==> config.mk <==
export PLATFORM = sky130hd
export DESIGN_NAME = pwp_activation_flat
export DESIGN_NICKNAME = d
export VERILOG_FILES = /design/src/rtl/pwp_activation_pkg.sv /design/src/rtl/pwp_activation_if.sv /design/src/rtl/pwp_coef_rom.sv /design/src/rtl/pwp_activation.sv /design/src/flat_wrapper.sv
export SDC_FILE = /design/constraint.sdc
export NUM_CORES = 1
export LEC_CHECK = 0
export BUFFER_PORTS_ARGS = -buffer_cell sky130_fd_sc_hd__buf_2
export CORE_UTILIZATION = 33
export DETAILED_ROUTE_END_ITERATION = 8
export GPL_TIMING_DRIVEN = 0
export PLACE_DENSITY = 0.52
export SKIP_LAST_GASP = 1
export SYNTH_ARGS = -nofsm -noshare
export SYNTH_HDL_FRONTEND = slang
export SYNTH_HIERARCHICAL = 1
export SYNTH_SLANG_ARGS = --single-unit
==> constraint.sdc <==
create_clock -name clock -period 38.5 [get_ports clock]
set_input_delay 1.925 -clock clock [delete_from_list [all_inputs] [get_ports clock]]
set_output_delay 1.925 -clock clock [all_outputs]
set_load 0.01 [all_outputs]
==> src/rtl/pwp_activation_pkg.sv <==
// act_pkg: Q.11 segment coefficients, thresholds, enums and the saturation helper for pwp_activation.
package act_pkg;
    localparam int ONE_Q11 = 2048;
    localparam int TH_B = 6144;
    localparam int TH_C = 12288;
    localparam int P0_A = 1020, P1_A = 558, P2_A = -83;
    localparam int P0_B = 1632, P1_B = 147, P2_B = -13;
    localparam int P0_C = 2048, P1_C = 0, P2_C = 0;
    typedef enum logic {ACT_SIGMOID, ACT_TANH} mode_t;
    typedef enum logic [2:0] {IDLE, SEG, MUL1, MUL2, DONE} state_t;
    typedef enum logic [1:0] {SEG_A, SEG_B, SEG_C} seg_t;
    function automatic logic signed [63:0] sat(input logic signed [63:0] v, input int w);
        logic signed [63:0] hi;
        hi = (64'sd1 <<< (w - 1)) - 64'sd1;
        return v > hi ? hi : v < -hi - 64'sd1 ? -hi - 64'sd1 : v;
    endfunction
endpackage

==> src/rtl/pwp_activation_if.sv <==
// pwp_activation_if: valid/ready sample and result channels of the activation unit.
interface pwp_activation_if #(parameter int W = 18);
    logic in_valid, in_ready, in_mode, out_valid, out_ready, busy;
    logic signed [W-1:0] in_data, out_data;
    modport master(output in_valid, in_data, in_mode, out_ready, input in_ready, out_valid, out_data, busy);
    modport slave(input in_valid, in_data, in_mode, out_ready, output in_ready, out_valid, out_data, busy);
endinterface

==> src/rtl/pwp_coef_rom.sv <==
// pwp_coef_rom: maps |x| to its segment and the QM-scaled quadratic coefficients.
module pwp_coef_rom import act_pkg::*; #(
    parameter int W = 18,
    parameter int QM = 11
) (
    input logic signed [W-1:0] a,
    output seg_t seg,
    output logic signed [W-1:0] p0,
    output logic signed [W-1:0] p1,
    output logic signed [W-1:0] p2
);
    function automatic logic signed [W-1:0] sc(input int c);
        return W'(longint'(c) <<< (QM - 11));
    endfunction
    always_comb begin
        seg = a < sc(TH_B) ? SEG_A : a < sc(TH_C) ? SEG_B : SEG_C;
        p0 = sc(seg == SEG_A ? P0_A : seg == SEG_B ? P0_B : P0_C);
        p1 = sc(seg == SEG_A ? P1_A : seg == SEG_B ? P1_B : P1_C);
        p2 = sc(seg == SEG_A ? P2_A : seg == SEG_B ? P2_B : P2_C);
    end
endmodule

==> src/rtl/pwp_activation.sv <==
// pwp_activation: piecewise-quadratic sigmoid/tanh on one shared multiplier.
// Define ACT_ROUND_EN for round-half-up on both >>> QM shifts (default truncates).
module pwp_activation import act_pkg::*; #(
    parameter int QN = 6,
    parameter int QM = 11
) (
    input logic clock,
    input logic reset,
    pwp_activation_if.slave io
);
    localparam int W = QN + QM + 1;
    localparam int W2 = 2 * W;
    localparam longint ONE = longint'(ONE_Q11) <<< (QM - 11);
`ifdef ACT_ROUND_EN
    localparam logic signed [W2-1:0] RND = W2'(1) <<< (QM - 1);
`else
    localparam logic signed [W2-1:0] RND = '0;
`endif
    if (QM < 11) begin : g_qm_check
        $error("pwp_activation: QM must be >= 11");
    end
    state_t state;
    mode_t mode_q;
    seg_t seg_c, seg_q;
    logic neg_q, neg_c, out_valid_q;
    logic signed [W-1:0] x_q, a_q, acc_q, p0_q, p1_q, p2_q, out_q;
    logic signed [W-1:0] a_c, p0_c, p1_c, p2_c, r_c;
    logic signed [W2-1:0] ma, mb, prod, sh;
    logic signed [63:0] xe, sum, sn, s;
    pwp_coef_rom #(.W(W), .QM(QM)) u_rom (.a(a_c), .seg(seg_c), .p0(p0_c), .p1(p1_c), .p2(p2_c));
    // tanh(x) = 2*sigmoid(2x) - 1; sigmoid(-a) = 1 - sigmoid(a)
    always_comb begin
        xe = mode_q == ACT_TANH ? sat(64'(x_q) <<< 1, W) : 64'(x_q);
        neg_c = xe[63];
        a_c = W'(sat(neg_c ? -xe : xe, W));
        ma = state == MUL1 ? W2'(p2_q) : W2'(acc_q);
        mb = W2'(a_q);
        prod = ma * mb;
        sh = (prod + RND) >>> QM;
        sum = (seg_q == SEG_C ? '0 : 64'(sh)) + (state == MUL1 ? 64'(p1_q) : 64'(p0_q));
        sn = neg_q ? ONE - sum : sum;
        s = sn[63] ? '0 : sn > ONE ? ONE : sn;
        r_c = W'(mode_q == ACT_TANH ? sat((s <<< 1) - ONE, W) : s);
    end
    always_ff @(posedge clock) begin
        if (reset) begin
            state <= IDLE;
            out_valid_q <= 1'b0;
            out_q <= '0;
        end else begin
            case (state)
                IDLE: if (io.in_valid) begin
                    x_q <= io.in_data;
                    mode_q <= mode_t'(io.in_mode);
                    state <= SEG;
                end
                SEG: begin
                    a_q <= a_c;
                    neg_q <= neg_c;
                    seg_q <= seg_c;
                    p0_q <= p0_c;
                    p1_q <= p1_c;
                    p2_q <= p2_c;
                    state <= MUL1;
                end
                MUL1: begin
                    acc_q <= W'(sum);
                    state <= MUL2;
                end
                MUL2: begin
                    out_q <= r_c;
                    out_valid_q <= 1'b1;
                    state <= DONE;
                end
                DONE: if (io.out_ready) begin
                    out_valid_q <= 1'b0;
                    x_q <= io.in_data;
                    mode_q <= mode_t'(io.in_mode);
                    state <= io.in_valid ? SEG : IDLE;
                end
                default: state <= IDLE;
            endcase
        end
    end
    assign io.in_ready = state == IDLE || (state == DONE && io.out_ready);
    assign io.out_valid = out_valid_q;
    assign io.out_data = out_q;
    assign io.busy = state != IDLE;
endmodule
==> src/flat_wrapper.sv <==
// flat-port wrapper written by rule: the top's interface ports become plain ports
module pwp_activation_flat import act_pkg::*;
#(
    parameter int QN = 6,
    parameter int QM = 11
)
  (clock, reset, io_in_valid, io_in_data, io_in_mode, io_out_ready, io_in_ready, io_out_valid, io_out_data, io_busy);
  pwp_activation_if io_i ();
  input logic clock;
  input logic reset;
  input wire logic [$bits(io_i.in_valid)-1:0] io_in_valid;
  input wire logic [$bits(io_i.in_data)-1:0] io_in_data;
  input wire logic [$bits(io_i.in_mode)-1:0] io_in_mode;
  input wire logic [$bits(io_i.out_ready)-1:0] io_out_ready;
  output wire logic [$bits(io_i.in_ready)-1:0] io_in_ready;
  output wire logic [$bits(io_i.out_valid)-1:0] io_out_valid;
  output wire logic [$bits(io_i.out_data)-1:0] io_out_data;
  output wire logic [$bits(io_i.busy)-1:0] io_busy;
  assign io_i.in_valid = io_in_valid;
  assign io_i.in_data = io_in_data;
  assign io_i.in_mode = io_in_mode;
  assign io_i.out_ready = io_out_ready;
  assign io_in_ready = io_i.in_ready;
  assign io_out_valid = io_i.out_valid;
  assign io_out_data = io_i.out_data;
  assign io_busy = io_i.busy;
  pwp_activation #(.QN(QN), .QM(QM)) u_core (.clock(clock), .reset(reset), .io(io_i));
endmodule
==> Yosys cells after proc, flatten, opt, wreduce, memory -nomap -nowiden <==
Cells that the tools add are included.
{ "totals": {"reg_bits": 134, "latch_bits": 0, "ramBits": 0, "mem_bits_ro": 0, "inputBits": 23, "output_inout_bits": 21, "wordCells": 79, "n_memories": 0} }
{ "op_classes": {"n_addsub": 4, "multipliers": 1, "div": 0, "magnitude_cmp": 9, "n_eq_ne": 8, "shifts": 0, "mux": 32, "n_bitwise": 1, "n_reduce_logical": 12} }
{ "ops": {"columns": ["operator", "count"], "rows": [
  ["64-bit two-way mux", 7],
  ["18-bit two-way mux", 8],
  ["64-bit by 18-bit > comparator with 1-bit output, second input constant", 2],
  ["64-bit by 18-bit < comparator with 1-bit output, second input constant", 2],
  ["63-bit two-way mux", 2],
  ["64-bit adder", 1],
  ["64-bit by 13-bit > comparator with 1-bit output, second input constant", 1],
  ["64-bit negation", 1],
  ["13-bit by 64-bit subtractor with 64-bit output, first input constant", 1],
  ["64-bit by 13-bit subtractor with 64-bit output, second input constant", 1],
  ["36-bit by 18-bit multiplier with 36-bit output", 1],
  ["36-bit two-way mux", 1],
  ["18-bit case mux with 2 select lines", 1],
  ["19-bit by 18-bit > comparator with 1-bit output, second input constant", 1],
  ["19-bit by 18-bit < comparator with 1-bit output, second input constant", 1],
  ["18-bit by 14-bit < comparator with 1-bit output, second input constant", 1],
  ["18-bit by 15-bit < comparator with 1-bit output, second input constant", 1],
  ["3-bit case mux with 5 select lines", 1],
  ["12-bit two-way mux", 1],
  ["8-bit two-way mux", 1],
  ["2-bit AND reduction", 4],
  ["3-bit by 2-bit equality test with 1-bit output, second input constant", 2],
  ["3-bit two-way mux", 2],
  ["1-bit two-way mux", 4],
  ["15 further kinds", 19]
]} }

==> Logic depth before layout (Yosys ltp) <==
Gate-level depths: netlist of the first run.
{ "depth": {"ltp_word": 15, "mapped_depth": 60, "ltp_nobuf": 55} }

==> Hierarchy <==
Netlist of the first run, hierarchy kept.
{ "modules_own_cells": {"columns": ["mod", "n_inst", "cells_per_inst", "area_per_inst_um2", "seq_area_each_um2"], "rows": [
  ["pwp_activation", 1, 2263, 21146.5, 3803.6],
  ["pwp_coef_rom", 1, 62, 467.9, 0.0]
]} }

==> Worst setup path after synthesis of the first run <==
No wires, ideal clock.
{ "synth_path": {"kind": "register to register", "from": "register u_core.state[2]", "to": "register u_core.out_q[5] (netlist: u_core/io.out_data[5])", "setup_time_ns": 0.136, "arrival_ns": 12.577, "t_required_ns": 38.364, "slack_ns": 25.787, "path_stages_with_launch": 59, "path_buffers": 6, "period_less_slack_ns": 12.713, "cell_sequence": "dfxtp_1 > clkbuf_1 > nor3b_1 > buf_1 > clkbuf_1 > mux2_2 > and2_1 > fa_1 > inv_1 > fa_1 > fa_1 > inv_1 > ha_1 > fa_1 > inv_1 > fa_1 > inv_1 > ha_1 > [... 23 more ...] > nand4_1 > nor3_1 > mux2i_1 > or2_2 > nor4b_1 > nor3_1 > a211oi_1 > and4_1 > buf_4 > a21oi_1 > inv_1 > ha_1 > and3_1 > a21oi_1 > and4_1 > buf_4 > a22oi_1 > a22oi_1"} }
{ "synth_via": {"elab_chain_cells": 15, "elab_cells_between_ends": 18, "classes_between": "3 x add/sub; 1 x mul; 3 x order compare; 2 x eq/ne; 9 x mux"} }
{ "synth_rtl": {"columns": ["element", "line", "rtl"], "rows": [
  ["from (decl)", "pwp_activation.sv:22", "state_t state;"],
  ["from (signal assigned)", "pwp_activation.sv:79", "state <= io.in_valid ? SEG : IDLE;"],
  ["3-bit by 2-bit equality test with 1-bit output", "pwp_activation.sv:36, pwp_activation.sv:40", null],
  ["36-bit two-way mux", "pwp_activation.sv:36", "ma = state == MUL1 ? W2'(p2_q) : W2'(acc_q);"],
  ["36-bit by 18-bit multiplier with 36-bit output", "pwp_activation.sv:38", "prod = ma * mb;"],
  ["64-bit two-way mux", "pwp_activation.sv:40", "sum = (seg_q == SEG_C ? '0 : 64'(sh)) + (state == MUL1 ? 64'(p1_q) : 64'(p0_q));"],
  ["64-bit adder", "pwp_activation.sv:40", null],
  ["13-bit by 64-bit subtractor with 64-bit output", "pwp_activation.sv:41", "sn = neg_q ? ONE - sum : sum;"],
  ["64-bit two-way mux", "pwp_activation.sv:41", null],
  ["64-bit by 13-bit > comparator with 1-bit output", "pwp_activation.sv:42", "s = sn[63] ? '0 : sn > ONE ? ONE : sn;"],
  ["63-bit two-way mux (2 in a row)", "pwp_activation.sv:42", null],
  ["64-bit by 13-bit subtractor with 64-bit output", "pwp_activation.sv:43", "r_c = W'(mode_q == ACT_TANH ? sat((s <<< 1) - ONE, W) : s);"],
  ["64-bit by 18-bit < comparator with 1-bit output", "pwp_activation_pkg.sv:15", "return v > hi ? hi : v < -hi - 64'sd1 ? -hi - 64'sd1 : v;"],
  ["18-bit two-way mux (2 in a row)", "pwp_activation_pkg.sv:15", null],
  ["18-bit two-way mux", "pwp_activation.sv:43", null],
  ["to (signal assigned)", "pwp_activation.sv:71", "out_q <= r_c;"],
  ["to (decl)", "pwp_activation.sv:26", "logic signed [W-1:0] x_q, a_q, acc_q, p0_q, p1_q, p2_q, out_q;"]
]} }
Parallel ways exist; a longest one is shown, timed or not.
A chain may end at the register's enable or synchronous reset.

==> Final worst setup path of the first run <==
{ "layout_path": {"from": "register u_core.state[2]", "to": "register u_core.out_q[7] (netlist: u_core/io.out_data[7])"} }
Same word-level chain as after synthesis.

==> results of run 1 <==
==> synth_stat cells, types with 8 or more instances <==
cell type and count:
mux2_2 47, o21a_1 8, nand3_1 26, xnor2_1 49, and2_1 150, nand4_1 14, and4_1 10, nor4_1 12
nand2b_1 16, clkbuf_1 73, or3_1 11, xor2_1 27, a22oi_1 16, a211oi_1 16, fa_1 337, nor3_1 25
a31oi_1 9, inv_1 430, or2_2 20, o21ai_0 59, nor2b_1 24, buf_4 55, and3_1 12, nor2_1 102
ha_1 116, a21o_1 27, dfxtp_1 22, edfxtp_1 112, a21oi_1 81, o31ai_1 11, nand2_1 240
==> critical path, delay by kind of cell (launching register included) <==
kind / cells / cell delay (ns)
fa+ha+maj: 10 / 4.82
compound gates: 19 / 4.42
simple gates: 12 / 3.09
buf+inv: 10 / 2.51
mux: 2 / 0.60
flops: 1 / 0.30
==> layer usage <==
layer	global-route usage, %	up-vias	part of all wire, %
li1	-	7641	-
met1	26.02	8147	45
met2	32.10	486	48
met3	2.218	84	5.0
met4	4.487	0	1.9
met5	0	-	0
==> kinds of logic after synthesis <==
family	count (synthesis)	share of synthesized area [%]
buffers and inverters	573	10.96
other	2	0.03475
multiplexers	55	2.825
XOR/XNOR	76	3.080
AND/OR/NAND/NOR	709	17.04
flip-flops	134	17.60
AO/OA/AOI/OAI	323	10.53
adder cells (fa/ha/maj)	453	37.93
==> state kept, by name, indices dropped and copies added, names as in the netlist <==
signal	flops
u_core/a_q	18
u_core/acc_q	18
u_core/io.out_data	18
u_core/io.out_valid	1
u_core/mode_q	1
u_core/neg_q	1
u_core/p0_q	18
u_core/p1_q	18
u_core/p2_q	18
u_core/seg_q	2
u_core/state	3
u_core/x_q	18
==> per-stage QoR <==
stage	cells	setup slack [ns]	util, %
4_1_cts	3288	22.60	36.70
3_5_place_dp	3256	22.69	35.77
6_report	3288	22.64	36.70
2_1_floorplan	2346	25.79	-
3_3_place_gp	3244	22.73	35.58
5_1_grt	3288	21.53	36.70
==> worst max path at each step <==
stage | end | cells after the start
4_1_cts | u_core/io.out_data[5] | 53
5_1_grt | u_core/io.out_data[7] | 53
3_3_place_gp | u_core/io.out_data[7] | 51
6_report | u_core/io.out_data[7] | 53
2_1_floorplan | u_core/io.out_data[5] | 58
3_5_place_dp | u_core/io.out_data[5] | 53
==> layout make-up <==
| cell class | instances | area [um^2] |
|---|---|---|
| fillers | 6610 | 40880 |
| inverters | 432 | 1622 |
| well taps | 855 | 1070 |
| flip-flops and latches | 134 | 3804 |
| clock buffers | 19 | 432.9 |
| repair buffers | 55 | 316.6 |
| plain buffers | 141 | 748.2 |
| multi-input cells | 1639 | 15540 |
| clock inverters | 13 | 172.7 |
==> impl_metrics.json, run 1 <==
{
  "holdBufCountCts": 0,
  "finalSetupViolCount": 0,
  "avgSynthCellArea_um2": 9.297,
  "r2r-end": "u_core/io.out_data[7]",
  "syn_inst": 2325,
  "rsz0062_at_grt": "no",
  "num_vias": 16358,
  "core_um2": 64580,
  "numClockSinks": 134,
  "reg2reg_slack_ns": 22.64,
  "crit_start": "u_core/state[2]",
  "wl_per_cell_um": 18.59,
  "min_period_ns": 15.86,
  "die_w_um": 257.9,
  "synth.top_cell.area_share_pct": 31.21,
  "ant_nets": 0,
  "max_freq_ghz": 0.06303,
  "ys_top_cells_by_area": "fa_1, edfxtp_1, inv_1, ha_1, and2_1",
  "hold_ws_ns": 0.4520,
  "drc_errors": 0,
  "drive_gt1_share_pct": 10.32,
  "placed_cell_area_um2": 23100,
  "dpl.hpwl_um": 50100,
  "maxCapViolCount": 0,
  "synth_edf_count": 112,
  "syn2layout_area_growth_pct": 9.667,
  "die_y_um": 257.9,
  "setup_tns_ns": 0,
  "root_buffer": "clkbuf_16",
  "r2r_start": "u_core/state[2]",
  "min_from": "u_core/io.out_data[15]",
  "drtPass1Iterations": 8,
  "h-tree-depth": 4,
  "start_util_pct": 33.47,
  "rows": 93,
  "path_max_fanout": 10,
  "async_flop_share_pct": 0,
  "grt_max_degree": 18,
  "finalHoldViolCount": 0,
  "yosysTopAreaCell": "fa_1",
  "layout_common_cells": "inv_1, fa_1, nand2_1",
  "antenna_found_initial": 2,
  "ff2ff_path_depth": 53,
  "port_buffers": 43,
  "cpMostUsedCell": "fa_1",
  "routed_via_density": 4.975,
  "mostFrequentLayoutCell": "inv_1",
  "worst-setup-path-type": "reg2reg",
  "grt.total_usage_pct": 19.04,
  "design_area_um2": 23700,
  "hold_depth": 1,
  "start_kind": "register",
  "drt-total-wl_um": 61130,
  "worst_pin_slew_ns": 1.076,
  "cp_slowest_cell": "fa_1",
  "min_period_over_period_pct": 41.21,
  "holdCritPathClass": "reg2reg",
  "cts_setup_buffers": 0,
  "drt-initial-drc-count": 1106,
  "yosysSeqAreaShare_pct": 17.60,
  "clock_skew_ns": 0.01787,
  "grt_pass1_wl_um": 98240,
  "post_cts_resize_count": 0,
  "path_clk_slew_ns": 0.06,
  "syn_area_um2": 21610,
  "dieArea_um2": 66530,
  "ios": 44,
  "outcome": "finished clean",
  "arrival_ns": 16.21,
  "cp-end-kind": "register",
  "hold-path-endpoint": "u_core/io.out_data[15]",
  "drv_slew": 0,
  "slowest_delay_ns": 0.64,
  "nets": 2896,
  "cts_tree": "done",
  "first_global_vias": 17160,
  "finalWeightedCongestion": 0.8605,
  "clockBufferDepth": 2,
  "cp.required_ns": 38.85,
  "synth-seq-cells": 134,
  "synth_flop_cell": "edfxtp_1",
  "ys_warn_count": 6,
  "cts_buffers": 17,
  "antennaDiodeCount": 0,
  "clk_latency_ns": 0.43,
  "gr-total-overflow": 0,
  "synth_cell_types": 101,
  "relSlewSlack_pct": 27.65
}
Power of run 1 is left out: the tool's default activity adds up to more than one toggle a clock period on the data nets, which glitch-free logic cannot reach.
==> run 2, diff against run 1 <==
Settings changed: PLACE_DENSITY 0.52 to 0.54.
Clock period 38.5 ns to 13.9 ns, I/O delays scaled along.
==> impl_metrics.json, run 2 (synthesis results as in run 1) <==
{
  "finalWeightedCongestion": 0.9101,
  "ios": 44,
  "slowest_delay_ns": 0.56,
  "ff2ff_path_depth": 52,
  "cp_slowest_cell": "fa_1",
  "h-tree-depth": 4,
  "clock_skew_ns": 0.01964,
  "core_um2": 64580,
  "relSlewSlack_pct": 28.05,
  "drive_gt1_share_pct": 13.23,
  "r2r_start": "u_core/state[2]",
  "layout_common_cells": "inv_1, fa_1, nand2_1",
  "hold_depth": 1,
  "max_freq_ghz": 0.07428,
  "holdCritPathClass": "in2reg",
  "worst-setup-path-type": "reg2reg",
  "grt_util_met3_pct": 1.777,
  "cp.required_ns": 14.25,
  "root_buffer": "clkbuf_16",
  "holdBufCountCts": 0,
  "min_period_over_period_pct": 96.86,
  "worst_pin_slew_ns": 1.070,
  "stdcell_count": 3298,
  "routed_via_density": 5.035,
  "start_kind": "register",
  "grt_pass1_wl_um": 99370,
  "first_global_vias": 17746,
  "nets": 2905,
  "design_area_um2": 24080,
  "clockBufferDepth": 2,
  "finalSetupViolCount": 0,
  "mostFrequentLayoutCell": "inv_1",
  "dpl.hpwl_um": 50000,
  "drtPass1Iterations": 5,
  "numClockSinks": 134,
  "use_met2_pct": 32.14,
  "port_buffers": 43,
  "gr-total-overflow": 0,
  "antenna_found_initial": 2,
  "dp_cells": 3256,
  "num_vias": 16606,
  "cts_buffers": 17,
  "grt.total_usage_pct": 18.97,
  "placed_cell_area_um2": 23090,
  "final_util_pct": 37.29,
  "start_util_pct": 33.47,
  "min_period_ns": 13.46,
  "path_clk_slew_ns": 0.07,
  "critPathTopFamily": "adder cells",
  "cp.depth": 52,
  "drt-total-wl_um": 61370,
  "syn2layout_area_growth_pct": 11.42,
  "drv_slew": 0,
  "die_w_um": 257.9,
  "min_from": "io_in_data[2]",
  "met1_usage_pct": 26.14,
  "arrival_ns": 13.82,
  "rows": 93,
  "crit_start": "u_core/state[2]",
  "dieArea_um2": 66530,
  "grt_max_degree": 19,
  "maxCapViolCount": 0,
  "wl_per_cell_um": 18.61,
  "path_max_fanout": 10,
  "crit_buf_inv": 10,
  "outcome": "finished clean",
  "drt-initial-drc-count": 1168,
  "die_y_um": 257.9,
  "clk_latency_ns": 0.43,
  "cp-end-kind": "register",
  "grt_busiest_layer": "met2",
  "ant_nets": 0,
  "finalHoldViolCount": 0,
  "cts_tree": "done",
  "setup_tns_ns": 0,
  "drc_errors": 0,
  "fillers": 6580
}
## run 2: what timing repair did
action                     CTS  global route
setup endpoints to repair   18            14
setup buffers                0            14
resized for setup           58            53
pin swaps                    2            12
gates cloned                 0             1
## run 2: layer usage
| metal | share of wire [%] | vias to the layer above | routed length (um) |
|---|---|---|---|
| met4 | 1.8 | 0 | 1111 |
| li1 | - | 7643 | - |
| met5 | 0 | - | 0 |
| met3 | 5.0 | 63 | 3091 |
| met1 | 45 | 8415 | 27650 |
| met2 | 48 | 485 | 29520 |
## run 2: stage by stage
step / worst slack [ns] / hold slack (ns)
2_1_floorplan: 1.187 / 0.4695
3_3_place_gp: -1.958 / 0.4378
3_5_place_dp: -2.110 / 0.4338
4_1_cts: 0.02031 / 0.4230
5_1_grt: -0.05134 / 0.4221
6_report: 0.4367 / 0.4410
## run 2: final timing paths
path / endpoint / slack [ns]
max: u_core/io.out_data[5] / 0.44
min: u_core/x_q[2] / 0.44
max reg2reg: u_core/io.out_data[5] / 0.44
min reg2reg: u_core/io.out_data[13] / 0.46
## run 2: layout make-up
cell class	count	area, um^2	area share [%]
inverters	432	1622	6.734
repair buffers	70	425.4	1.767
plain buffers	135	772.0	3.206
diodes	1	2.502	0.01039
clock inverters	13	123.9	0.5144
multi-input cells	1639	15830	65.73
well taps	855	1070	4.442
clock buffers	19	432.9	1.798
flip-flops and latches	134	3805	15.80
## run 2: worst reg2reg max path, delay by kind of cell (launching register included)
| family | cells | cell delay [ns] |
|---|---|---|
| multiplexers | 2 | 0.66 |
| AO/OA/AOI/OAI | 10 | 2.66 |
| XOR/XNOR | 1 | 0.49 |
| flip-flops | 1 | 0.38 |
| adder cells (fa/ha/maj) | 10 | 4.31 |
| AND/OR/NAND/NOR | 19 | 3.67 |
| buffers and inverters | 10 | 1.25 |
Power of run 2 is left out for the same reason.
==> run 3, diff against run 2 <==
Settings changed: PLACE_DENSITY 0.54 to 0.52, SKIP_LAST_GASP 1 to default, SYNTH_HIERARCHICAL 1 to default.
Clock period 13.9 ns to 15.3 ns, I/O delays scaled along.
==> impl_metrics.json, run 3 <==
{
  "outcome": "finished clean",
  "mostFrequentLayoutCell": "inv_1",
  "avgSynthCellArea_um2": 8.556,
  "min_period_ns": 14.45,
  "synth_nets": 2740,
  "drc_errors": 0,
  "synth_most_common_cell": "inv_1",
  "yosysSeqAreaShare_pct": 11.82,
  "ios": 44,
  "cts_tree": "done",
  "drt-total-wl_um": 59070,
  "max_freq_ghz": 0.06921,
  "cp.required_ns": 15.57,
  "synth.top_cell.area_share_pct": 33.81,
  "numClockSinks": 84,
  "drive_gt1_share_pct": 5.646,
  "min_period_over_period_pct": 94.44,
  "cp-end-kind": "register",
  "grt.total_usage_pct": 20.53,
  "die_w_um": 245.0,
  "dp_cells": 3089,
  "num_vias": 16083,
  "ys_warn_count": 0,
  "dpl.hpwl_um": 49800,
  "rows": 88,
  "finalHoldViolCount": 0,
  "rsz0062_at_grt": "no",
  "holdBufCountCts": 0,
  "stdcell_count": 3103,
  "h-tree-depth": 3,
  "finalSetupViolCount": 0,
  "syn2layout_area_growth_pct": 8.195,
  "start_kind": "register",
  "gr-total-overflow": 0,
  "start_util_pct": 33.57,
  "dieArea_um2": 60010,
  "synth_flop_cell": "edfxtp_1",
  "clk_latency_ns": 0.35,
  "clockBufferDepth": 2,
  "maxCapViolCount": 0,
  "synth-seq-cells": 84,
  "grt_max_degree": 17,
  "drtPass1Iterations": 5,
  "worst-setup-path-type": "reg2reg",
  "antenna_found_initial": 0,
  "relSlewSlack_pct": 24.83,
  "worst_pin_slew_ns": 1.096,
  "layout_common_cells": "inv_1, fa_1, nand2_1",
  "path_max_fanout": 10,
  "synth_cell_types": 84,
  "drt-initial-drc-count": 1043,
  "arrival_ns": 14.72,
  "routed_via_density": 5.183,
  "nets": 2796,
  "die_y_um": 245.0,
  "drv_slew": 0,
  "core_um2": 58030,
  "antennaDiodeCount": 0,
  "path_clk_slew_ns": 0.07,
  "async_flop_share_pct": 0,
  "cts_buffers": 9,
  "root_buffer": "clkbuf_16",
  "syn_area_um2": 19480,
  "cp_slowest_cell": "o21ai_0",
  "yosysTopAreaCell": "fa_1",
  "grt_pass1_wl_um": 95570,
  "cts_setup_buffers": 0,
  "clock_skew_ns": 0.01156,
  "first_global_vias": 16988,
  "synth_edf_count": 62,
  "slowest_delay_ns": 0.58,
  "ys_top_cells_by_area": "fa_1, edfxtp_1, inv_1, ha_1, and2_1",
  "wl_per_cell_um": 19.04,
  "holdCritPathClass": "reg2reg",
  "syn_inst": 2277,
  "ant_nets": 0,
  "finalWeightedCongestion": 0.8939,
  "port_buffers": 42,
  "ys_top_cells_by_count": "inv_1, fa_1, nand2_1"
}
run 3: cell types whose count changed after synthesis, moves of 11 or more:
cell / previous run / this run
buf_4: 55 / 0
o21ai_0: 59 / 71
nand3_1: 26 / 37
a22oi_1: 16 / 2
nand2_1: 240 / 277
edfxtp_1: 112 / 62
and2_1: 150 / 176
clkbuf_1: 73 / 96
nor2b_1: 24 / 8
a21oi_1: 81 / 94
mux2_2: 47 / 3
run 3: per-layer routing:
metal | vias to the layer above | track usage (%) | share of wire (%)
met4 | 0 | 5.386 | 2.5
li1 | 7460 | - | -
met1 | 8150 | 27.87 | 45
met2 | 392 | 34.97 | 48
met5 | - | 0 | 0
met3 | 81 | 1.738 | 4.6
run 3: metrics by stage:
step           setup WS (ns)  TNS (ns)  hold WS [ns]  instance area, um^2  utilization (%)
3_3_place_gp        -0.03265  -0.05749        0.4422                20650            35.59
6_report              0.8506         0        0.4597                21080            36.32
2_1_floorplan          2.929         0        0.4805                19480                -
4_1_cts             0.008264         0        0.4621                21020            36.22
3_5_place_dp        -0.07973   -0.2730        0.4452                20710            35.68
5_1_grt              0.01281         0        0.4847                21080            36.32
run 3: timing repair:
action,4_1_cts,5_1_grt
setup endpoints to repair,5,18
endpoints found under the hold margin,0,0
resized for setup,2,46
cloned,0,0
pin swaps,0,0
run 3: path summary, 6_finish.rpt:
path / startpoint / depth (start not counted) / slack (ns) / end
setup reg to reg: u_core.state[2] / 52 / 0.85 / u_core.io.out_data[5]
hold reg to reg: u_core.io.out_data[17] / 2 / 0.46 / u_core.io.out_data[17]
hold / removal: u_core.io.out_data[17] / 2 / 0.46 / u_core.io.out_data[17]
setup / recovery: u_core.state[2] / 52 / 0.85 / u_core.io.out_data[5]
run 3: critical path: cells and delay by family (launching register included):
kind	cells	cell delay, ns
adders and majority gates	10	4.55
and+or+nand+nor	17	4.09
AOI/OAI and AO/OA	12	3.18
buffers and inverters	11	1.76
DFF	1	0.31
muxes	1	0.25
xor gates and xnor gates	1	0.21
run 3: logic make-up (layout without fill, tap and decap cells):
| kind of cell | Yosys count | in the layout | share of synthesized area, % |
|---|---|---|---|
| xor gates and xnor gates | 74 | 74 | 3.327 |
| and+or+nand+nor | 745 | 745 | 19.21 |
| muxes | 16 | 16 | 0.8670 |
| other | 1 | 1 | 0.01925 |
| adders and majority gates | 444 | 444 | 41.14 |
| buffers and inverters | 540 | 601 | 10.53 |
| DFF | 84 | 84 | 11.82 |
| AOI/OAI and AO/OA | 373 | 373 | 13.08 |
run 3: area by class of cell:
type / count / area (um^2)
clock buffers: 9 / 225.2
repair buffers: 47 / 255.2
fillers: 6042 / 36950
multi-input cells: 1653 / 15190
inverters: 432 / 1622
plain buffers: 106 / 442.9
flip-flops and latches: 84 / 2302
clock inverters: 7 / 81.33
well taps: 765 / 957.2
Power of run 3 is left out for the same reason.
